## config.mk

```make
export PLATFORM = sky130hd
export DESIGN_NAME = lcd_byte_sequencer
export DESIGN_NICKNAME = d
export VERILOG_FILES = /design/src/rtl/lcd_byte_sequencer.sv
export SDC_FILE = /design/constraint.sdc
export NUM_CORES = 1
export LEC_CHECK = 0
export CAP_MARGIN = 10
export CORE_MARGIN = 4
export CORE_UTILIZATION = 56
export DETAILED_ROUTE_END_ITERATION = 8
export GPL_TIMING_DRIVEN = 0
export PLACE_DENSITY = 0.91
export SETUP_SLACK_MARGIN = 0.1
export SYNTH_ARGS = -nofsm -noshare
export SYNTH_HDL_FRONTEND = slang
export SYNTH_SLANG_ARGS = --single-unit
```

## constraint.sdc

```tcl
create_clock -name clk -period 2.7 [get_ports clk]
set_input_delay 0.54 -clock clk [delete_from_list [all_inputs] [get_ports clk]]
set_output_delay 0.54 -clock clk [all_outputs]
set_load 0.05 [all_outputs]
```

## src/rtl/lcd_byte_sequencer.sv

```systemverilog
// rtl/lcd_byte_sequencer.sv - writes one byte to a 4-bit LCD bus as two timed nibble strobes
module lcd_byte_sequencer #(
    parameter int T_SETUP    = 2,
    parameter int T_EN       = 12,
    parameter int T_HOLD     = 1,
    parameter int T_NIB_GAP  = 50,
    parameter int T_BYTE_GAP = 2000,
    parameter int T_LONG_GAP = 82000
) (
    input  logic       clk,
    input  logic       reset,
    input  logic       req_valid,
    output logic       req_ready,
    input  logic       req_rs,
    input  logic [7:0] req_byte,
    input  logic       req_long,
    output logic       done,
    output logic       LCD_RS,
    output logic       LCD_RW,
    output logic       LCD_EN,
    output logic [3:0] LCD_SF_D
);

    // Counter is sized for the longest phase so any parameter set fits.
    localparam int MAX_A = (T_SETUP > T_EN) ? T_SETUP : T_EN;
    localparam int MAX_B = (MAX_A > T_HOLD) ? MAX_A : T_HOLD;
    localparam int MAX_C = (MAX_B > T_NIB_GAP) ? MAX_B : T_NIB_GAP;
    localparam int MAX_D = (MAX_C > T_BYTE_GAP) ? MAX_C : T_BYTE_GAP;
    localparam int MAX_P = (MAX_D > T_LONG_GAP) ? MAX_D : T_LONG_GAP;
    localparam int CNT_W = $clog2(MAX_P + 1);

    // Each phase loads (length - 1) and advances when the counter reaches zero.
    localparam logic [CNT_W-1:0] L_SETUP = CNT_W'(T_SETUP - 1);
    localparam logic [CNT_W-1:0] L_EN    = CNT_W'(T_EN - 1);
    localparam logic [CNT_W-1:0] L_HOLD  = CNT_W'(T_HOLD - 1);
    localparam logic [CNT_W-1:0] L_NIB   = CNT_W'(T_NIB_GAP - 1);
    localparam logic [CNT_W-1:0] L_BYTE  = CNT_W'(T_BYTE_GAP - 1);
    localparam logic [CNT_W-1:0] L_LONG  = CNT_W'(T_LONG_GAP - 1);

    typedef enum logic [3:0] {
        IDLE,
        HI_SETUP,
        HI_EN,
        HI_HOLD,
        NIB_GAP,
        LO_SETUP,
        LO_EN,
        LO_HOLD,
        BYTE_GAP
    } state_t;

    state_t           state;
    logic [CNT_W-1:0] cnt;
    logic [3:0]       lo_nib;
    logic             long_gap;

    // The bus is write-only; ready is masked while reset is held.
    assign LCD_RW    = 1'b0;
    assign req_ready = (state == IDLE) && !reset;

    // Sequencer: outputs are set on the edge that enters each phase so they are registered.
    always_ff @(posedge clk or posedge reset) begin
        if (reset) begin
            state    <= IDLE;
            cnt      <= '0;
            lo_nib   <= 4'h0;
            long_gap <= 1'b0;
            done     <= 1'b0;
            LCD_RS   <= 1'b0;
            LCD_EN   <= 1'b0;
            LCD_SF_D <= 4'h0;
        end else begin
            done <= 1'b0;
            if (state == IDLE) begin
                if (req_valid) begin
                    state    <= HI_SETUP;
                    cnt      <= L_SETUP;
                    LCD_RS   <= req_rs;
                    LCD_SF_D <= req_byte[7:4];
                    lo_nib   <= req_byte[3:0];
                    long_gap <= req_long;
                end
            end else if (cnt != '0) begin
                cnt <= cnt - CNT_W'(1);
            end else begin
                case (state)
                    HI_SETUP: begin
                        state  <= HI_EN;
                        cnt    <= L_EN;
                        LCD_EN <= 1'b1;
                    end
                    HI_EN: begin
                        state  <= HI_HOLD;
                        cnt    <= L_HOLD;
                        LCD_EN <= 1'b0;
                    end
                    HI_HOLD: begin
                        state <= NIB_GAP;
                        cnt   <= L_NIB;
                    end
                    NIB_GAP: begin
                        state    <= LO_SETUP;
                        cnt      <= L_SETUP;
                        LCD_SF_D <= lo_nib;
                    end
                    LO_SETUP: begin
                        state  <= LO_EN;
                        cnt    <= L_EN;
                        LCD_EN <= 1'b1;
                    end
                    LO_EN: begin
                        state  <= LO_HOLD;
                        cnt    <= L_HOLD;
                        LCD_EN <= 1'b0;
                    end
                    LO_HOLD: begin
                        state <= BYTE_GAP;
                        cnt   <= long_gap ? L_LONG : L_BYTE;
                    end
                    BYTE_GAP: begin
                        state <= IDLE;
                        done  <= 1'b1;
                    end
                    default: begin
                        state  <= IDLE;
                        LCD_EN <= 1'b0;
                    end
                endcase
            end
        end
    end

endmodule

```

# ---- Word level (Yosys, flattened, before mapping)
# Index checks and enable logic that the tools add are counted.
dict set report classes {
  add_sub_neg 1
  n_mul 0
  n_div 0
  magnitude_cmp 0
  eq_ne 10
  shift 0
  muxes 17
  bitwise_logic 3
  reduce_logical 14
}
# op n
set op_table {}
lappend op_table {{17-bit one-hot mux with 5 select lines} 1}
lappend op_table {{17-bit two-way mux} 4}
lappend op_table {{4-bit two-way mux} 7}
lappend op_table {{4-bit one-hot mux with 7 select lines} 1}
lappend op_table {{17-bit nonzero test} 1}
lappend op_table {{17-bit by 1-bit subtractor with 17-bit output, second input constant} 1}
lappend op_table {{4-bit by 3-bit == test with 1-bit output, second input constant} 4}
lappend op_table {{4-bit by 2-bit == test with 1-bit output, second input constant} 2}
lappend op_table {{7-bit nonzero test} 1}
lappend op_table {{2-bit AND reduction} 3}
lappend op_table {{3-bit AND reduction} 2}
lappend op_table {{4-bit by 1-bit == test with 1-bit output, second input constant} 1}
lappend op_table {{4-bit == test, second input constant} 1}
lappend op_table {{4-bit logical NOT} 1}
lappend op_table {{2-bit != test, second input constant} 2}
lappend op_table {{2-bit OR reduction} 2}
lappend op_table {{4-bit OR reduction} 1}
lappend op_table {{1-bit two-way mux} 3}
lappend op_table {{1-bit inverter} 3}
lappend op_table {{1-bit one-hot mux with 2 select lines} 1}
lappend op_table {{2-bit nonzero test} 1}
lappend op_table {{1-bit logical AND} 1}
lappend op_table {{1-bit logical NOT} 1}
dict set report word_totals {
  regBits 33
  latchBits 0
  mem_bits_rw 0
  mem_bits_ro 0
  input_bits 13
  out_inout_bits 9
  elab_cells 53
  n_memories 0
}

# ---- Longest topological paths before layout
dict set report logic_depth {
  ltp_word 5
  ltp_mapped 8
  mapped_depth_nobuf 7
}

# ---- Least setup slack after synthesis
# Ideal clock, no wire load.
dict set report synth_timing {
  path_type {reg-to-output}
  startpoint {reg state[0]}
  endpoint {out req_ready}
  arrival_ns 1.787
  required_time_ns 2.160
  setup_slack_ns 0.373
  stages_incl_launch_ff 4
  n_path_buf 1
  path_cell_list {dfrtp_1 -> or4_1 -> buf_2 -> nor2_1}
}
dict set report synth_via {
  elab_chain_cells 2
}
# item line
set synth_rtl {}
lappend synth_rtl {{start: declaration} 52} ;# state_t state;
lappend synth_rtl {{start signal: assignment} 64} ;# state <= IDLE;
lappend synth_rtl {{start signal: assignment} 76} ;# state <= HI_SETUP;
lappend synth_rtl {{start signal: assignment} 88} ;# state <= HI_EN;
lappend synth_rtl {{4-bit logical NOT} 59} ;# assign req_ready = (state == IDLE) && !reset;
lappend synth_rtl {{1-bit logical AND} 59}
lappend synth_rtl {{end: declaration} 13} ;# output logic req_ready,
# No other way between the ends.

# ---- Final worst setup path
# Ends and elaborated chain as after synthesis.

==> impl_metrics.yaml <==
clock_network:
  root_buffer: "clkbuf_4"
  clkLatencyLatePin_ps: 330
  cts_buffer_depth: 2
  cts_tree: "built"
  clock-sinks: 33
  path_clk_slew_ps: 90
  htree_num_levels: 2
  cts_buffers: 5
cells_and_area:
  n_fill_cell: 270
  multiInputGateArea_mm2: 0.00110
  drive_above_1_share_pct: 18.9
  final_area_mm2: 0.00237
  layout.area.seq_um2: 826
  final_nets: 259
  diodes: 0
  syn_to_final_growth_pct: 16.5
route:
  routed-wl-met2_mm: 2.39
  dr.max_layer_used: "met4"
  routed_via_density: 6.29
  drt_pass1_iterations: 6
  ant_nets: 0
  wl_met1_mm: 2.05
  routed_wl_mm: 4.79
  drcViolationCount: 2
  vias: 1823
  drt-initial-drc-count: 108
  detail_route.wl_per_cell_um: 16.5
  wl_met3_um: 269
yosys:
  synth_area_per_cell_um2: 9.44
  synth_edf_count: 0
  ys_async_sr_fraction_pct: 100
  netlist_area_mm2: 0.00204
  synth.top_cells.by_area: "dfrtp_1 (41%), mux2_2 (6.1%), nand2_1 (4.2%)"
  ys_seq_elements: 33
  netlist_instances: 216
  synth_top_area_cell: "dfrtp_1"
  ys_warn_count: 0
  synth_nets: 231
  ys.flop_type: "dfrtp_1"
  synth.top_cell.area_share_pct: 40.5
  synth_seq_area_share_pct: 40.5
  yosysUniqueCellTypes: 60
pwr:
  p_sw_mw: 1.40
  intPower_mw: 1.50
  clkPwrFrac_pct: 9.8
  power_leakage_nw: 1.04
  swShare_pct: 48.2
  pwr_density_cell_mw_per_mm2: 1220
  p_total_mw: 2.90
  p_seq_share_pct: 31.5
  ir_drop_mv: 0.887
  comb_power_share_pct: 58.7
die:
  core_area_mm2: 0.00342
  chipHeight_um: 68.3
  start_util_pct: 59.7
  pin_count: 22
  rows: 21
  dieWidth_um: 68.3
  die_area_mm2: 0.00467
timing:
  slew_viol_final: 0
  hold_viol_final: 0
  setup_viol: 0
  rsz0062_at_grt: "false"
  finalCritPeriodShare_pct: 91.3
  timing.final.crit_period_ps: 2460
  maxClockFrequency_mhz: 406
  setup_ws_ps: 235
  slew_headroom_pct: 48.3
  whs_ps: 516
  tns_ps: 0
  clock_skew_ps: 8.38
  worstMarginPinSlew_ps: 773
outcome:
  violations: "DRC"
  outcome: "complete, but fails checks"
placement:
  dpl_worst_slack_ps: 42.6
  placed_area_mm2: 0.00232
  dp_hpwl_mm: 3.48
  gp_congestion: 0.894
  port_buffers: 20
critical_path:
  crit_required_ps: 2160
  end_kind: "output port"
  cp_max_fo: 10
  slowest_delay_ps: 530
  cp.buffers_inverters: 2
  regToRegSetupSlack_ps: 420
  cp_cell_sequence: "or4_1, buf_2, nor2_1, buf_2"
  crit_family: "simple AND/OR/NAND/NOR gates"
  critPathArrivalTime_ps: 1920
  critPathKind: "flop to output port"
  slowest_stage: "or4_1"
  crit_top_cell: "buf_2"
  start_kind: "flop"
global_route:
  grt_antenna_before_repair: 0
  grt_first_pass_wirelength_mm: 8.08
  gr-total-overflow: 0
  grt_pass1_vias: 1684
  gr-usage-all-layers_pct: 23.1
  grt_max_degree: 20
flow_run:
  max_cap_violations: 0
hold_path:
  hp-class: "flop to flop"
-- final timing paths --
kind | depth (start not counted) | endpoint | start
worst max-delay path | 4 | req_ready | state[0]
worst min-delay path | 1 | LCD_SF_D[1] | LCD_SF_D[1]
worst max register to register | 6 | state[0] | cnt[0]
worst min register to register | 1 | LCD_SF_D[1] | LCD_SF_D[1]
max in group asynchronous | 3 | cnt[1] | reset
min in group asynchronous | 2 | cnt[12] | reset
-- worst register-to-register path: stages (launching register included) --
cell and delay (ps):
dfrtp_1 460, inv_1 110, ha_1 210, nor3b_2 670, nand2_4 100, o21ai_0 260, mux2_2 370
-- registers in the layout, indices dropped and copies added (netlist names) --
signal and count:
LCD_EN 1, LCD_RS 1, LCD_SF_D 4, cnt 17, done 1, lo_nib 4, long_gap 1, state 4
-- power by group through the flow --
stage | Combinational (mW) | Clock (mW) | Sequential, mW
after floorplan | 1.18 | 0 | 1.00
after global placement | 1.63 | 0 | 0.904
after detailed placement | 1.69 | 0 | 0.921
after CTS | 1.70 | 0.284 | 0.908
after global routing | 1.87 | 0.314 | 0.941
final | 1.70 | 0.283 | 0.912
-- cells in the final DEF, fill, tap and decap left out, types with 3 or more instances in the layout --
master	count
dfrtp_1	33
nand2_1	23
clkdlybuf4s50_1	19
nor2_1	17
a21oi_1	17
o21ai_0	13
mux2_2	11
nor3_1	10
inv_1	7
a31oi_1	6
buf_2	5
clkbuf_4	5
clkbuf_1	4
nor4_4	3
buf_4	3
nor4_1	3
nand3_1	3
a211oi_1	3
o31ai_1	3
o2bb2ai_1	3
-- cells by family after synthesis --
| group | Yosys count | share of synthesized area, % |
|---|---|---|
| buf+inv | 20 | 5.28 |
| flops | 33 | 40.5 |
| simple gates | 81 | 23.9 |
| xor+xnor | 1 | 0.430 |
| mux | 12 | 6.57 |
| other cells | 1 | 0.184 |
| fa+ha+maj | 2 | 1.23 |
| compound gates | 66 | 21.9 |
-- cells in the mapped netlist (4+ instances only) --
| cell | n |
|---|---|
| inv_1 | 7 |
| dfrtp_1 | 33 |
| nor3_1 | 10 |
| nor2_1 | 17 |
| buf_2 | 4 |
| a31oi_1 | 6 |
| o21ai_0 | 13 |
| nand2_1 | 23 |
| mux2_2 | 11 |
| a21oi_1 | 17 |
-- timing repair --
action,in CTS,in global routing
setup buffers,0,0
hold buffers,0,0
hold endpoints to repair,0,0
resized for setup,3,2
setup endpoints to repair,1,1
-- routing by layer --
metal  vias to the layer above  global-route usage (%)
li1                        858                       -
met3                        10                    6.40
met2                        64                    35.5
met4                         0                    7.20
met1                       891                    31.4
met5                         -                       0
-- metrics by stage --
step	cells	util, %
6_report	290	69.5
5_1_grt	290	69.5
4_1_cts	290	69.7
3_5_place_dp	283	68.0
3_3_place_gp	282	67.2
2_1_floorplan	216	-
-- cell type report --
cell class	count	area share, %
Inverter	7	1.11
Sequential cell	33	34.8
Timing Repair Buffer	21	9.38
Tap cell	46	2.42
Clock buffer	7	2.32
Multi-Input combinational cell	163	46.5
Buffer	13	3.43
Note: power is estimated with default switching activity, not from simulation.
